### src/rtl/atanh_cordic_vectoring.sv
// Sequential hyperbolic CORDIC in vectoring mode: converts a float32 quotient |r| < 1 to
// fixed point and iterates one micro-rotation per cycle to produce z = atanh(r).
module atanh_cordic_vectoring #(
  parameter int unsigned ITER  = 16,
  parameter int unsigned WIDTH = 32,
  parameter int unsigned FRAC  = 30
) (
  input  logic             clk,
  input  logic             rst,
  input  logic             in_valid,
  output logic             in_ready,
  input  logic [31:0]      in_data,
  output logic             out_valid,
  input  logic             out_ready,
  output logic [WIDTH-1:0] out_data,
  output logic             out_err
);

  localparam int unsigned NSTEP = ITER + ((ITER >= 4) ? 1 : 0) + ((ITER >= 13) ? 1 : 0);
  localparam int unsigned SW    = $clog2(NSTEP + 1);
  localparam int unsigned IW    = ($clog2(ITER + 2) > 4) ? $clog2(ITER + 2) : 4;

  localparam logic [SW-1:0]    LastStep = SW'(NSTEP - 1);
  localparam logic [WIDTH-1:0] XInit    = WIDTH'(1) << FRAC;

  typedef enum logic [1:0] {StIdle, StConv, StIter, StDone} state_e;

  state_e                   state_q, state_d;
  logic [31:0]              data_q, data_d;
  logic signed [WIDTH-1:0]  x_q, x_d, y_q, y_d, z_q, z_d;
  logic [SW-1:0]            step_q, step_d;
  logic [IW-1:0]            idx_q, idx_d;
  logic                     rep_q, rep_d;
  logic [WIDTH-1:0]         out_data_q, out_data_d;
  logic                     out_err_q, out_err_d;

  // Table is held in Q.30 and rescaled to FRAC; beyond i=10 atanh(2^-i) rounds to 2^-i.
  function automatic logic [WIDTH-1:0] atanh_tab(input int i);
    logic [63:0]      q30;
    logic [WIDTH-1:0] res;
    case (i)
      1:       q30 = 64'd589812981;
      2:       q30 = 64'd274247419;
      3:       q30 = 64'd134923406;
      4:       q30 = 64'd67196451;
      5:       q30 = 64'd33565361;
      6:       q30 = 64'd16778582;
      7:       q30 = 64'd8388779;
      8:       q30 = 64'd4194325;
      9:       q30 = 64'd2097155;
      10:      q30 = 64'd1048576;
      default: q30 = (i >= 11 && i <= 30) ? (64'd1 << (30 - i)) : 64'd0;
    endcase
    if (FRAC >= 30) res = WIDTH'(q30 << (FRAC - 30));
    else            res = WIDTH'((q30 + (64'd1 << (29 - FRAC))) >> (30 - FRAC));
    return res;
  endfunction

  // Float decode of the captured operand
  logic                    f_sign;
  logic [7:0]              f_exp;
  logic [22:0]             f_man;
  logic                    conv_err;
  logic [63:0]             scaled;
  logic [7:0]              rsh;
  logic [WIDTH-1:0]        mag;
  logic signed [WIDTH-1:0] r_fixed;

  always_comb begin
    f_sign   = data_q[31];
    f_exp    = data_q[30:23];
    f_man    = data_q[22:0];
    conv_err = (f_exp >= 8'd127);
    if (FRAC >= 23) scaled = {40'd0, 1'b1, f_man} << (FRAC - 23);
    else            scaled = {40'd0, 1'b1, f_man} >> (23 - FRAC);
    rsh = 8'd127 - f_exp;
    if (f_exp == 8'd0 || 32'(rsh) >= WIDTH) mag = '0;
    else                                    mag = WIDTH'(scaled >> rsh);
    r_fixed = f_sign ? -$signed(mag) : $signed(mag);
  end

  // One micro-rotation at the current shift index
  logic signed [WIDTH-1:0] x_sh, y_sh, t_val, x_rot, y_rot, z_rot;

  always_comb begin
    x_sh  = x_q >>> idx_q;
    y_sh  = y_q >>> idx_q;
    t_val = $signed(atanh_tab(int'(idx_q)));
    if (!y_q[WIDTH-1]) begin
      x_rot = x_q - y_sh;
      y_rot = y_q - x_sh;
      z_rot = z_q + t_val;
    end else begin
      x_rot = x_q + y_sh;
      y_rot = y_q + x_sh;
      z_rot = z_q - t_val;
    end
  end

  always_comb begin
    state_d    = state_q;
    data_d     = data_q;
    x_d        = x_q;
    y_d        = y_q;
    z_d        = z_q;
    step_d     = step_q;
    idx_d      = idx_q;
    rep_d      = rep_q;
    out_data_d = out_data_q;
    out_err_d  = out_err_q;
    case (state_q)
      StIdle: begin
        if (in_valid) begin
          data_d  = in_data;
          state_d = StConv;
        end
      end
      StConv: begin
        if (conv_err) begin
          out_data_d = '0;
          out_err_d  = 1'b1;
          state_d    = StDone;
        end else begin
          x_d     = XInit;
          y_d     = r_fixed;
          z_d     = '0;
          step_d  = '0;
          idx_d   = IW'(1);
          rep_d   = 1'b0;
          state_d = StIter;
        end
      end
      StIter: begin
        x_d    = x_rot;
        y_d    = y_rot;
        z_d    = z_rot;
        step_d = step_q + SW'(1);
        // Indices 4 and 13 run twice so the hyperbolic sequence converges
        if ((idx_q == IW'(4) || idx_q == IW'(13)) && !rep_q) begin
          rep_d = 1'b1;
        end else begin
          idx_d = idx_q + IW'(1);
          rep_d = 1'b0;
        end
        if (step_q == LastStep) begin
          out_data_d = z_rot;
          out_err_d  = 1'b0;
          state_d    = StDone;
        end
      end
      StDone: begin
        if (out_ready) state_d = StIdle;
      end
      default: state_d = StIdle;
    endcase
  end

  always_ff @(posedge clk) begin
    if (rst) begin
      state_q    <= StIdle;
      data_q     <= '0;
      x_q        <= '0;
      y_q        <= '0;
      z_q        <= '0;
      step_q     <= '0;
      idx_q      <= '0;
      rep_q      <= 1'b0;
      out_data_q <= '0;
      out_err_q  <= 1'b0;
    end else begin
      state_q    <= state_d;
      data_q     <= data_d;
      x_q        <= x_d;
      y_q        <= y_d;
      z_q        <= z_d;
      step_q     <= step_d;
      idx_q      <= idx_d;
      rep_q      <= rep_d;
      out_data_q <= out_data_d;
      out_err_q  <= out_err_d;
    end
  end

  assign in_ready  = (state_q == StIdle) && !rst;
  assign out_valid = (state_q == StDone);
  assign out_data  = out_data_q;
  assign out_err   = out_err_q;

endmodule

### config.mk
export PLATFORM = sky130hd
export DESIGN_NAME = atanh_cordic_vectoring
export DESIGN_NICKNAME = d
export VERILOG_FILES = /design/src/rtl/atanh_cordic_vectoring.sv
export SDC_FILE = /design/constraint.sdc
export NUM_CORES = 1
export LEC_CHECK = 0
export CAP_MARGIN = 15
export CORE_ASPECT_RATIO = 1.75
export CORE_MARGIN = 5
export CORE_UTILIZATION = 59
export CTS_CLUSTER_DIAMETER = 80
export DETAILED_ROUTE_END_ITERATION = 16
export PLACE_DENSITY = 0.77
export SYNTH_ARGS = -nofsm -noshare
export SYNTH_HDL_FRONTEND = slang
export SYNTH_SLANG_ARGS = --single-unit
export TNS_END_PERCENT = 5
### constraint.sdc
create_clock -name clk -period 15.4 [get_ports clk]
set_input_delay 4.62 -clock clk [delete_from_list [all_inputs] [get_ports clk]]
set_output_delay 4.62 -clock clk [all_outputs]
set_load 0.03 [all_outputs]
### Word level (Yosys, flattened, before mapping)

Cells that the tools add are included.

* register bits: 174
* output and inout port bits: 35

* reductions and logical operators: 15
* eq/ne operators: 21
* shifts and indexed selects: 4
* add/subtract/negate cells: 11
* order comparisons: 4
* multiplexer cells: 32

Operator list (number)
* 2-to-1 mux 32 bit: 11
* case mux 32 bit (10 select lines): 1
* case mux 32 bit (2 select lines): 4
* adder 32 bit: 3
* subtractor 32 bit: 3
* >>> shifter 32 x 5 -> 32 bit: 2
* negator 32 bit: 1
* << shifter 1 x 32 -> 32 bit (first input constant): 1
* right shift 31 x 8 -> 32 bit: 1
* equality test 5 x 3 -> 1 bit (second input constant): 4
* equality test 5 x 4 -> 1 bit (second input constant): 4
* case mux 5 bit (2 select lines): 2
* 2-to-1 mux 5 bit: 3
* adder 5 x 1 -> 5 bit (second input constant): 2
* equality test 5 x 2 -> 1 bit (second input constant): 2
* inequality test 2 bit (second input constant): 5
* AND reduction 3 bit: 3
* greater-or-equal comparator 8 x 6 -> 1 bit (second input constant): 1
* greater-or-equal comparator 8 x 7 -> 1 bit (second input constant): 1
* zero test 8 bit: 1
* case mux 2 bit (4 select lines): 1
* subtractor 7 x 8 -> 8 bit (first input constant): 1
* 2-to-1 mux 2 bit: 3
* subtractor 5 x 5 -> 6 bit (first input constant): 1
* other kinds (15): 26

### Depth between registers and ports, before layout

* word-level depth: 8
* gate-level depth with buffers: 30
* gate-level depth less buffers: 24

### Least setup slack after synthesis

No wires, ideal clock.

* kind: input port to output port
* start point: input rst
* end point: output in_ready
* cell stages on the path: 3
* data arrival time: 5.433 ns
* setup slack: 5.347 ns
* required time: 10.780 ns
* buffers on the path: 2
* cells stage by stage: clkbuf_1 -> clkbuf_1 -> nor2b_1

* longest elaborated chain between the ends: 2

Ends and longest elaborated chain
* start: declaration: line 9 `input logic rst,`
* zero test 1 bit: line 184 `assign in_ready = (state_q == StIdle) && !rst;`
* logical AND 1 bit: line 184
* end: declaration: line 11 `output logic in_ready,`

No other way between the ends.

### Worst setup path in the final report

Ends and elaborated chain as after synthesis.

==> qor.yml <==
outcome: "completed"
yosys_warnings: 0
root_buffer: "clkbuf_16"
diodes: 0
netlist.area_leader.share: 0.167
finalPower_w: 0.00500
synthTopCellsByArea: "dfxtp_1 17%, mux4_2 8.3%, ha_1 6.5%"
peakVddDrop_uv: 133
clock.fmax_ghz: 0.0969
ys_types: 95
postCtsSetupBuffers: 0
drtPass1Iterations: 7
antenna_found_initial: 1
cts_buffers: 17
yosysSeqAreaShare: 0.167
dp.final_hpwl_um: 56600
mappedNetlistNets: 2858
swShare: 0.548
hold_path_depth: 2
clockPowerShare: 0.091
fin_setup_tns_ns: 0
wirelength_um: 77200
crit_fanout: 40
start_kind: "primary input"
cts.path.max_buffers: 2
worst_slew_pin_slew_ns: 1.10
fin_util: 0.630
grt_max_degree: 76
numPortBuffers: 70
placed_cells: 3090
regToRegEndpoint: "y_q[30]$_SDFFE_PP0P_"
insertion_delay_ns: 0.47
cts_hold_buf: 0
syn-cell-area_mm2: 0.0209
finalCritPeriodShare: 0.670
hold_start: "out_data[0]$_SDFFE_PP0P_"
async_reset_ff_frac: 0
ys.flop_type: "dfxtp_1"
rsz0062_at_grt: "false"
grt_overflow: 0
synth.largest_area_cell: "dfxtp_1"
stdcell_area_mm2: 0.0222
cts_tree: "yes"
drv_slew: 0
final_nets: 2791
wl_per_cell_um: 24.7
yosys-top-cells-count: "311 x nand2_1, 258 x a21oi_1, 235 x nor2_1"
finalHoldViolations: 0
synth_edf_count: 0
area_growth_pct: 6.17
drc: 0
max_slew_margin: 0.248
core_mm2: 0.0352
fin_worst_skew_ns: 0.0204
synth.most_common_cell: "nand2_1"
start_util: 0.594
ys_ff_latch: 174
netlist_instances: 2711
power_density_mw_per_mm2: 225
routabilityCongestion: 1.05
vias_per_cell: 7.07
num_rows: 91
avgSynthCellArea_um2: 7.70
placed_area_mm2: 0.0216
r2r_slack_ns: 7.36
hp-class: "reg2reg"
drt_iter0_markers: 2022
grt_util_all_layers: 0.377
p_comb_frac: 0.772
die_w_um: 152
path_class: "in2out"
crit_required_ns: 10.78
timing.rr.start: "idx_q[1]$_SDFFE_PP0P_"
p_switching_w: 0.00274
die_h_um: 259
r2r_cells: 20
grt_pass1_wl_um: 119000
dieArea_mm2: 0.0394
whs_endpoint: "out_data[0]$_SDFFE_PP0P_"
setup_violations: 0
drive_above_1_share: 0.0900
fin_crit_ns: 10.32
vias: 22100
cp-end-kind: "output port"
final_antenna_net_count: 0
drv_cap: 0
finalNonFillerCells: 3122
seq_power_share: 0.136
ctsResizeCount: 0
clkSinkCount: 174
htreeDepth: 4
cts.clk_slew.worst_paths_ns: 0.09
p_int_w: 0.00226
critical_path_arrival_ns: 5.70
grt_pass1_vias: 21300
p_leak_nw: 8.40
io_pins: 71
power groups by stage:
stage / logic (W) / registers (W) / clock network, W
finish: 0.00386 / 0.000682 / 0.000457
global route: 0.00417 / 0.000691 / 0.000479
CTS: 0.00376 / 0.000673 / 0.000461
detailed placement: 0.00373 / 0.000684 / 0
global placement: 0.00364 / 0.000677 / 0
floorplan: 0.00293 / 0.000604 / 0
sequential cells by signal, indices dropped and copies added, names as in the netlist:
register / count
state_q: 2
rep_q: 1
z_q: 32
idx_q: 5
out_err: 1
step_q: 5
x_q: 32
y_q: 32
data_q: 32
out_data: 32
worst max-delay path, stage by stage:
cell             delay (ns)
buf_4                  0.23
nor2b_1                0.16
clkdlybuf4s50_1        0.69
routing by layer:
metal / GRT usage / vias up / routed length (um)
met5: 0 / - / 18
met2: 0.662 / 1244 / 37800
met3: 0.0573 / 410 / 5460
met4: 0.292 / 2 / 7150
met1: 0.405 / 10400 / 26800
li1: - / 10000 / -
layout by cell type (no fill, tap or decap), types with 77 or more instances in the layout:
cell and count:
nand2_1 311, a21oi_1 258, nor2_1 234, dfxtp_1 167, o21ai_0 127, ha_1 107
xnor2_1 101, mux2i_1 100, xor2_1 80, mux4_2 77, nand3_1 77
area by class of cell:
| cell class | instances | area (um^2) |
|---|---|---|
| Inverter | 57 | 214 |
| Clock buffer | 17 | 425 |
| Clock inverter | 15 | 168 |
| Timing Repair Buffer | 106 | 968 |
| Tap cell | 465 | 582 |
| Sequential cell | 174 | 3500 |
| Multi-Input combinational cell | 2288 | 16300 |
| Fill cell | 3139 | 13000 |
how the worst max path moves through the flow:
stage / from / endpoint / slack (ns) / cells after the start
final: rst / in_ready / 5.08 / 3
after global routing: rst / in_ready / 5.01 / 3
after CTS: rst / in_ready / 5.08 / 3
after detailed placement: rst / in_ready / 5.09 / 3
after global placement: rst / in_ready / 5.09 / 3
after floorplan: rst / in_ready / 5.35 / 3
per-stage QoR:
| step | hold slack (ns) | setup WS [ns] |
|---|---|---|
| 3_3_place_gp | 0.439 | 5.09 |
| 6_report | 0.464 | 5.08 |
| 5_1_grt | 0.476 | 5.01 |
| 2_1_floorplan | 0.432 | 5.35 |
| 4_1_cts | 0.463 | 5.08 |
| 3_5_place_dp | 0.451 | 5.09 |
cell families after synthesis:
kind of cell             count (synthesis)  synth area share
AO/OA/AOI/OAI                          870             0.274
XOR/XNOR                               182            0.0770
adder cells (fa/ha/maj)                111            0.0676
buffers and inverters                  249            0.0532
flip-flops                             174             0.167
multiplexers                           221             0.155
AND/OR/NAND/NOR                        904             0.206
Power figures use the tool's default switching activity.
